`src/rtl/nanosoc_ahb_bootcopy_initiator.sv`:
```
// nanosoc_ahb_bootcopy_initiator: non-pipelined AHB-Lite word copy engine using single NONSEQ transfers.
// Define NANOSOC_BOOTCOPY_VERIFY_EN to read back and compare every written word.
module nanosoc_ahb_bootcopy_initiator #(
    parameter int SYS_ADDR_W = 32,
    parameter int SYS_DATA_W = 32,
    parameter int COUNT_W    = 10
) (
    input  logic                  HCLK,
    input  logic                  HRESETn,
    input  logic                  START,
    input  logic [SYS_ADDR_W-1:0] SRC_ADDR,
    input  logic [SYS_ADDR_W-1:0] DST_ADDR,
    input  logic [COUNT_W-1:0]    WORD_COUNT,
    output logic                  BUSY,
    output logic                  DONE,
    output logic                  ERROR,
    output logic [SYS_ADDR_W-1:0] HADDR,
    output logic [1:0]            HTRANS,
    output logic [2:0]            HSIZE,
    output logic [2:0]            HBURST,
    output logic [3:0]            HPROT,
    output logic                  HWRITE,
    output logic [SYS_DATA_W-1:0] HWDATA,
    input  logic                  HREADY,
    input  logic [SYS_DATA_W-1:0] HRDATA,
    input  logic                  HRESP
);
    typedef enum logic [2:0] {
        IDLE, RD_ADDR, RD_DATA, WR_ADDR, WR_DATA
`ifdef NANOSOC_BOOTCOPY_VERIFY_EN
        , VF_ADDR, VF_DATA
`endif
    } state_t;

    state_t                state_q, state_d;
    logic [SYS_ADDR_W-1:0] src_q, src_d, dst_q, dst_d, haddr_q, haddr_d, src_nxt;
    logic [COUNT_W-1:0]    rem_q, rem_d;
    logic [SYS_DATA_W-1:0] buf_q, buf_d;
    logic                  hwrite_q, hwrite_d, done_q, done_d, error_q, error_d;
    logic                  data_ok, err_end, adv, fail, last, addr_ph;

    assign data_ok = HREADY && !HRESP;
    assign err_end = HREADY && HRESP;
    assign src_nxt = src_q + SYS_ADDR_W'(4);
    assign last    = rem_q == COUNT_W'(1);

    always_comb begin
        state_d  = state_q;
        src_d    = src_q;
        dst_d    = dst_q;
        rem_d    = rem_q;
        buf_d    = buf_q;
        haddr_d  = haddr_q;
        hwrite_d = hwrite_q;
        done_d   = 1'b0;
        error_d  = error_q;
        adv      = 1'b0;
        fail     = 1'b0;
        case (state_q)
            IDLE: if (START) begin
                error_d = 1'b0;
                if (WORD_COUNT == '0) done_d = 1'b1;
                else begin
                    src_d    = {SRC_ADDR[SYS_ADDR_W-1:2], 2'b00};
                    dst_d    = {DST_ADDR[SYS_ADDR_W-1:2], 2'b00};
                    rem_d    = WORD_COUNT;
                    haddr_d  = {SRC_ADDR[SYS_ADDR_W-1:2], 2'b00};
                    hwrite_d = 1'b0;
                    state_d  = RD_ADDR;
                end
            end
            RD_ADDR: state_d = HREADY ? RD_DATA : RD_ADDR;
            RD_DATA: begin
                fail = err_end;
                if (data_ok) begin
                    buf_d    = HRDATA;
                    haddr_d  = dst_q;
                    hwrite_d = 1'b1;
                    state_d  = WR_ADDR;
                end
            end
            WR_ADDR: state_d = HREADY ? WR_DATA : WR_ADDR;
`ifdef NANOSOC_BOOTCOPY_VERIFY_EN
            WR_DATA: begin
                fail = err_end;
                if (data_ok) begin
                    hwrite_d = 1'b0;
                    state_d  = VF_ADDR;
                end
            end
            VF_ADDR: state_d = HREADY ? VF_DATA : VF_ADDR;
            VF_DATA: begin
                fail = err_end || (data_ok && HRDATA != buf_q);
                adv  = data_ok && HRDATA == buf_q;
            end
`else
            WR_DATA: begin
                fail = err_end;
                adv  = data_ok;
            end
`endif
            default: state_d = IDLE;
        endcase
        if (adv) begin
            src_d   = src_nxt;
            dst_d   = dst_q + SYS_ADDR_W'(4);
            rem_d   = rem_q - 1'b1;
            done_d  = last;
            state_d = last ? IDLE : RD_ADDR;
            // bus address stays put after the final word to avoid a pointless toggle
            if (!last) begin
                haddr_d  = src_nxt;
                hwrite_d = 1'b0;
            end
        end
        if (fail) begin
            state_d = IDLE;
            done_d  = 1'b1;
            error_d = 1'b1;
        end
    end

    always_ff @(posedge HCLK or negedge HRESETn) begin
        if (!HRESETn) begin
            state_q  <= IDLE;
            src_q    <= '0;
            dst_q    <= '0;
            rem_q    <= '0;
            buf_q    <= '0;
            haddr_q  <= '0;
            hwrite_q <= 1'b0;
            done_q   <= 1'b0;
            error_q  <= 1'b0;
        end else begin
            state_q  <= state_d;
            src_q    <= src_d;
            dst_q    <= dst_d;
            rem_q    <= rem_d;
            buf_q    <= buf_d;
            haddr_q  <= haddr_d;
            hwrite_q <= hwrite_d;
            done_q   <= done_d;
            error_q  <= error_d;
        end
    end

`ifdef NANOSOC_BOOTCOPY_VERIFY_EN
    assign addr_ph = state_q == RD_ADDR || state_q == WR_ADDR || state_q == VF_ADDR;
`else
    assign addr_ph = state_q == RD_ADDR || state_q == WR_ADDR;
`endif

    assign BUSY   = state_q != IDLE;
    assign DONE   = done_q;
    assign ERROR  = error_q;
    assign HADDR  = haddr_q;
    assign HWRITE = hwrite_q;
    assign HWDATA = buf_q;
    assign HTRANS = addr_ph ? 2'b10 : 2'b00;
    assign HSIZE  = 3'b010;
    assign HBURST = 3'b000;
    assign HPROT  = 4'b0011;
endmodule

```
`config.mk`:
```
export PLATFORM = sky130hd
export DESIGN_NAME = nanosoc_ahb_bootcopy_initiator
export DESIGN_NICKNAME = d
export VERILOG_FILES = /design/src/rtl/nanosoc_ahb_bootcopy_initiator.sv
export SDC_FILE = /design/constraint.sdc
export NUM_CORES = 1
export LEC_CHECK = 0
export ABC_CLOCK_PERIOD_IN_PS = 2800
export CAP_MARGIN = 20
export CORE_ASPECT_RATIO = 1.75
export CORE_UTILIZATION = 45
export DETAILED_ROUTE_END_ITERATION = 6
export PLACE_DENSITY = 0.75
export SYNTH_ARGS = -nofsm -noshare
export SYNTH_HDL_FRONTEND = slang
export SYNTH_SLANG_ARGS = --single-unit
export TNS_END_PERCENT = 50
```
`constraint.sdc`:
```
create_clock -name HCLK -period 2.8 [get_ports HCLK]
set_input_delay 0.28 -clock HCLK [delete_from_list [all_inputs] [get_ports HCLK]]
set_output_delay 0.28 -clock HCLK [all_outputs]
set_load 0.01 [all_outputs]
```
==> flow_metrics.tcl <==
set metrics [dict create \
    outcome "finished clean" \
    drcViolationCount 0 \
    rr_worst_depth 5 \
    drtAntennaViolNets 0 \
    p_per_area_mw_per_mm2 998.7 \
    antenna_found_initial 0 \
    grt_pass1_vias 7104 \
    first_iter_violations 446 \
    gp_congestion 0.9201 \
    skew_ns 0.01063 \
    startpoint_type "flip-flop" \
    grt_remaining_overflow 0 \
    layout_commonest_cell "clkdlybuf4s50_1" \
    stdcell_count 1205 \
    insertedDiodeCount 0 \
    ys_seq_elements 140 \
    synth_edf_count 0 \
    synthAdderAreaFrac_pct 0.6600 \
    p_leak_uw 0.004123 \
    grt_pass1_wl_um 35570 \
    irDropWorstVdd_mv 0.6223 \
    route.vias.total 7138 \
    nets 1083 \
    maxCapViolCount 0 \
    ys_types 69 \
    worstMarginPinSlew_ns 0.7878 \
    final_cell_area_mm2 0.01028 \
    critPathKind "reg2reg" \
    synth-main-ff-cell "dfrtp_1" \
    whs_ns 0.4297 \
    setup_viol 0 \
    die_width_um 100.1 \
    layout-drive-gt1-share_pct 11.82 \
    min_to "rem_q[7]" \
    synth_top_family_by_area "compound AO/OA/AOI/OAI gates" \
    hold_viol_final 0 \
    synthCells 796 \
    dpl_cell_area_mm2 0.009673 \
    hold_buffers 1 \
    cts_resized 0 \
    rsz0062_at_grt "false" \
    period_minus_slack_ns 2.312 \
    cp.required_ns 3.10 \
    hold_path_depth 3 \
    fin_crit_sh_pct 82.58 \
    rrSetupSlack_ns 0.49 \
    dr.pass1.iters 7 \
    synth_compound_area_share_pct 20.13 \
    cts_sinks 140 \
    io_buffers 175 \
    dp_cells 1172 \
    io_pins 191 \
    synth.avg_cell_area_um2 9.527 \
    insertion_delay_ns 0.42 \
    r2r_end "src_q[21]" \
    start_util_pct 46.11 \
    maxSlewHeadroom_pct 47.00 \
    cts_buffer_depth 2 \
    synth_simple_gate_area_share_pct 19.67 \
    syn_to_final_growth_pct 35.52 \
    synth.cell_area_mm2 0.007584 \
    cp-end-kind "flip-flop" \
    clock-root-buffer "clkbuf_16" \
    cts.clk_slew.worst_paths_ns 0.07 \
    min_path_type "in2reg" \
    final_util_pct 62.49 \
    hold_start "WORD_COUNT[7]" \
    vias_per_cell 5.924 \
    fill_cells 1457 \
    seq_area_frac_synth_pct 46.20 \
    muxShareOfSynthArea_pct 4.752 \
    fmax_mhz 432.5 \
    post_cts_buffers 0 \
    grt_start_max_net_pins 67 \
    layout_common_cells "174 x clkdlybuf4s50_1, 140 x dfrtp_1, 95 x nand2_1" \
    async_flop_share_pct 100.0 \
    dieArea_mm2 0.01740 \
    synth-xor-area-share_pct 3.465 \
    cts_tree "yes" \
    slew_viol_final 0 \
    dp_hpwl_um 15930 \
    yosysWarnings 0 \
    wl_per_cell_um 18.56 \
    rows 62 \
    ctsHtreeMaxLevel 4 \
    cp_max_fo 11 \
    cp.arrival_ns 2.61 \
    cts_buffers 17 \
    worstReg2RegStart "state_q[0]" \
    fin_setup_tns_ns 0 \
    grtUsageTotal_pct 26.09 \
    finalWirelength_um 22360 \
    fp.dieH_um 173.7 \
    design.core.area_mm2 0.01645 \
]
[power by group]
| group | switching, µW | internal (µW) | total, µW | leakage [µW] |
|---|---|---|---|---|
| registers | 1030 | 2990 | 4020 | 0.00171 |
| clock network | 933 | 1360 | 2300 | 0.000286 |
| logic | 1790 | 2160 | 3950 | 0.00213 |
| total | 3750 | 6510 | 10300 | 0.00412 |
[through the flow]
stage / total power [µW] / setup slack, ns
floorplan: 6101 / 0.8187
CTS: 10280 / 0.5036
detailed placement: 7977 / 0.3260
global placement: 7825 / 0.3726
global route: 10850 / 0.3514
finish: 10260 / 0.4876
[Yosys cell counts, types with 14 or more instances]
master / count / area share, %
dfrtp_1: 140 / 46
nand2_1: 96 / 4.8
nor2_1: 51 / 2.5
a21oi_1: 47 / 3.1
nand3_1: 40 / 2.6
o21ai_0: 33 / 2.2
mux2_2: 32 / 4.8
buf_2: 31 / 2.0
a32oi_1: 24 / 2.8
clkbuf_1: 18 / 0.89
xnor2_1: 18 / 2.1
and3_1: 16 / 1.3
nor4_1: 14 / 1.2
[worst max-delay path by stage]
stage	from	end	cells past startpoint
finish	state_q[0]	src_q[21]	5
global route	state_q[0]	HADDR[22]	7
CTS	state_q[0]	src_q[21]	5
detailed placement	HRESP	src_q[21]	6
global placement	START	src_q[19]	6
floorplan	state_q[1]	dst_q[19]	7
[final cells by class]
class	count	area [µm²]	area share [%]
Multi-Input combinational cell	587	3749	36.47
Inverter	12	45.04	0.4383
Sequential cell	140	3503	34.09
Clock inverter	13	141.4	1.376
Timing Repair Buffer	210	2106	20.49
Tap cell	224	280.3	2.727
Clock buffer	19	452.9	4.407
[critical path, stage by stage (launching register included)]
cell and delay (ns):
dfrtp_1 0.52, or4b_4 0.63, a31o_2 0.25, nand2_1 0.30, o21ai_0 0.16, a221o_1 0.32
[routing by layer]
layer	wire length [µm]	GRT usage (%)	vias up
li1	-	-	3314
met1	8476	29.86	3462
met2	11440	44.49	293
met3	1345	5.161	69
met4	1105	15.16	0
met5	0	0	-
[cell families after synthesis]
kind of cell,count (synthesis)
XOR/XNOR,30
multiplexers,32
adder cells (fa/ha/maj),4
AND/OR/NAND/NOR,293
other,2
flip-flops,140
buffers and inverters,78
AO/OA/AOI/OAI,217
[sequential cells by signal (all words and copies together) (netlist names)]
name,cells
DONE,1
ERROR,1
HADDR,32
HWDATA,32
HWRITE,1
dst_q,30
rem_q,10
src_q,30
state_q,3
Note: power is estimated with default switching activity, not from simulation.
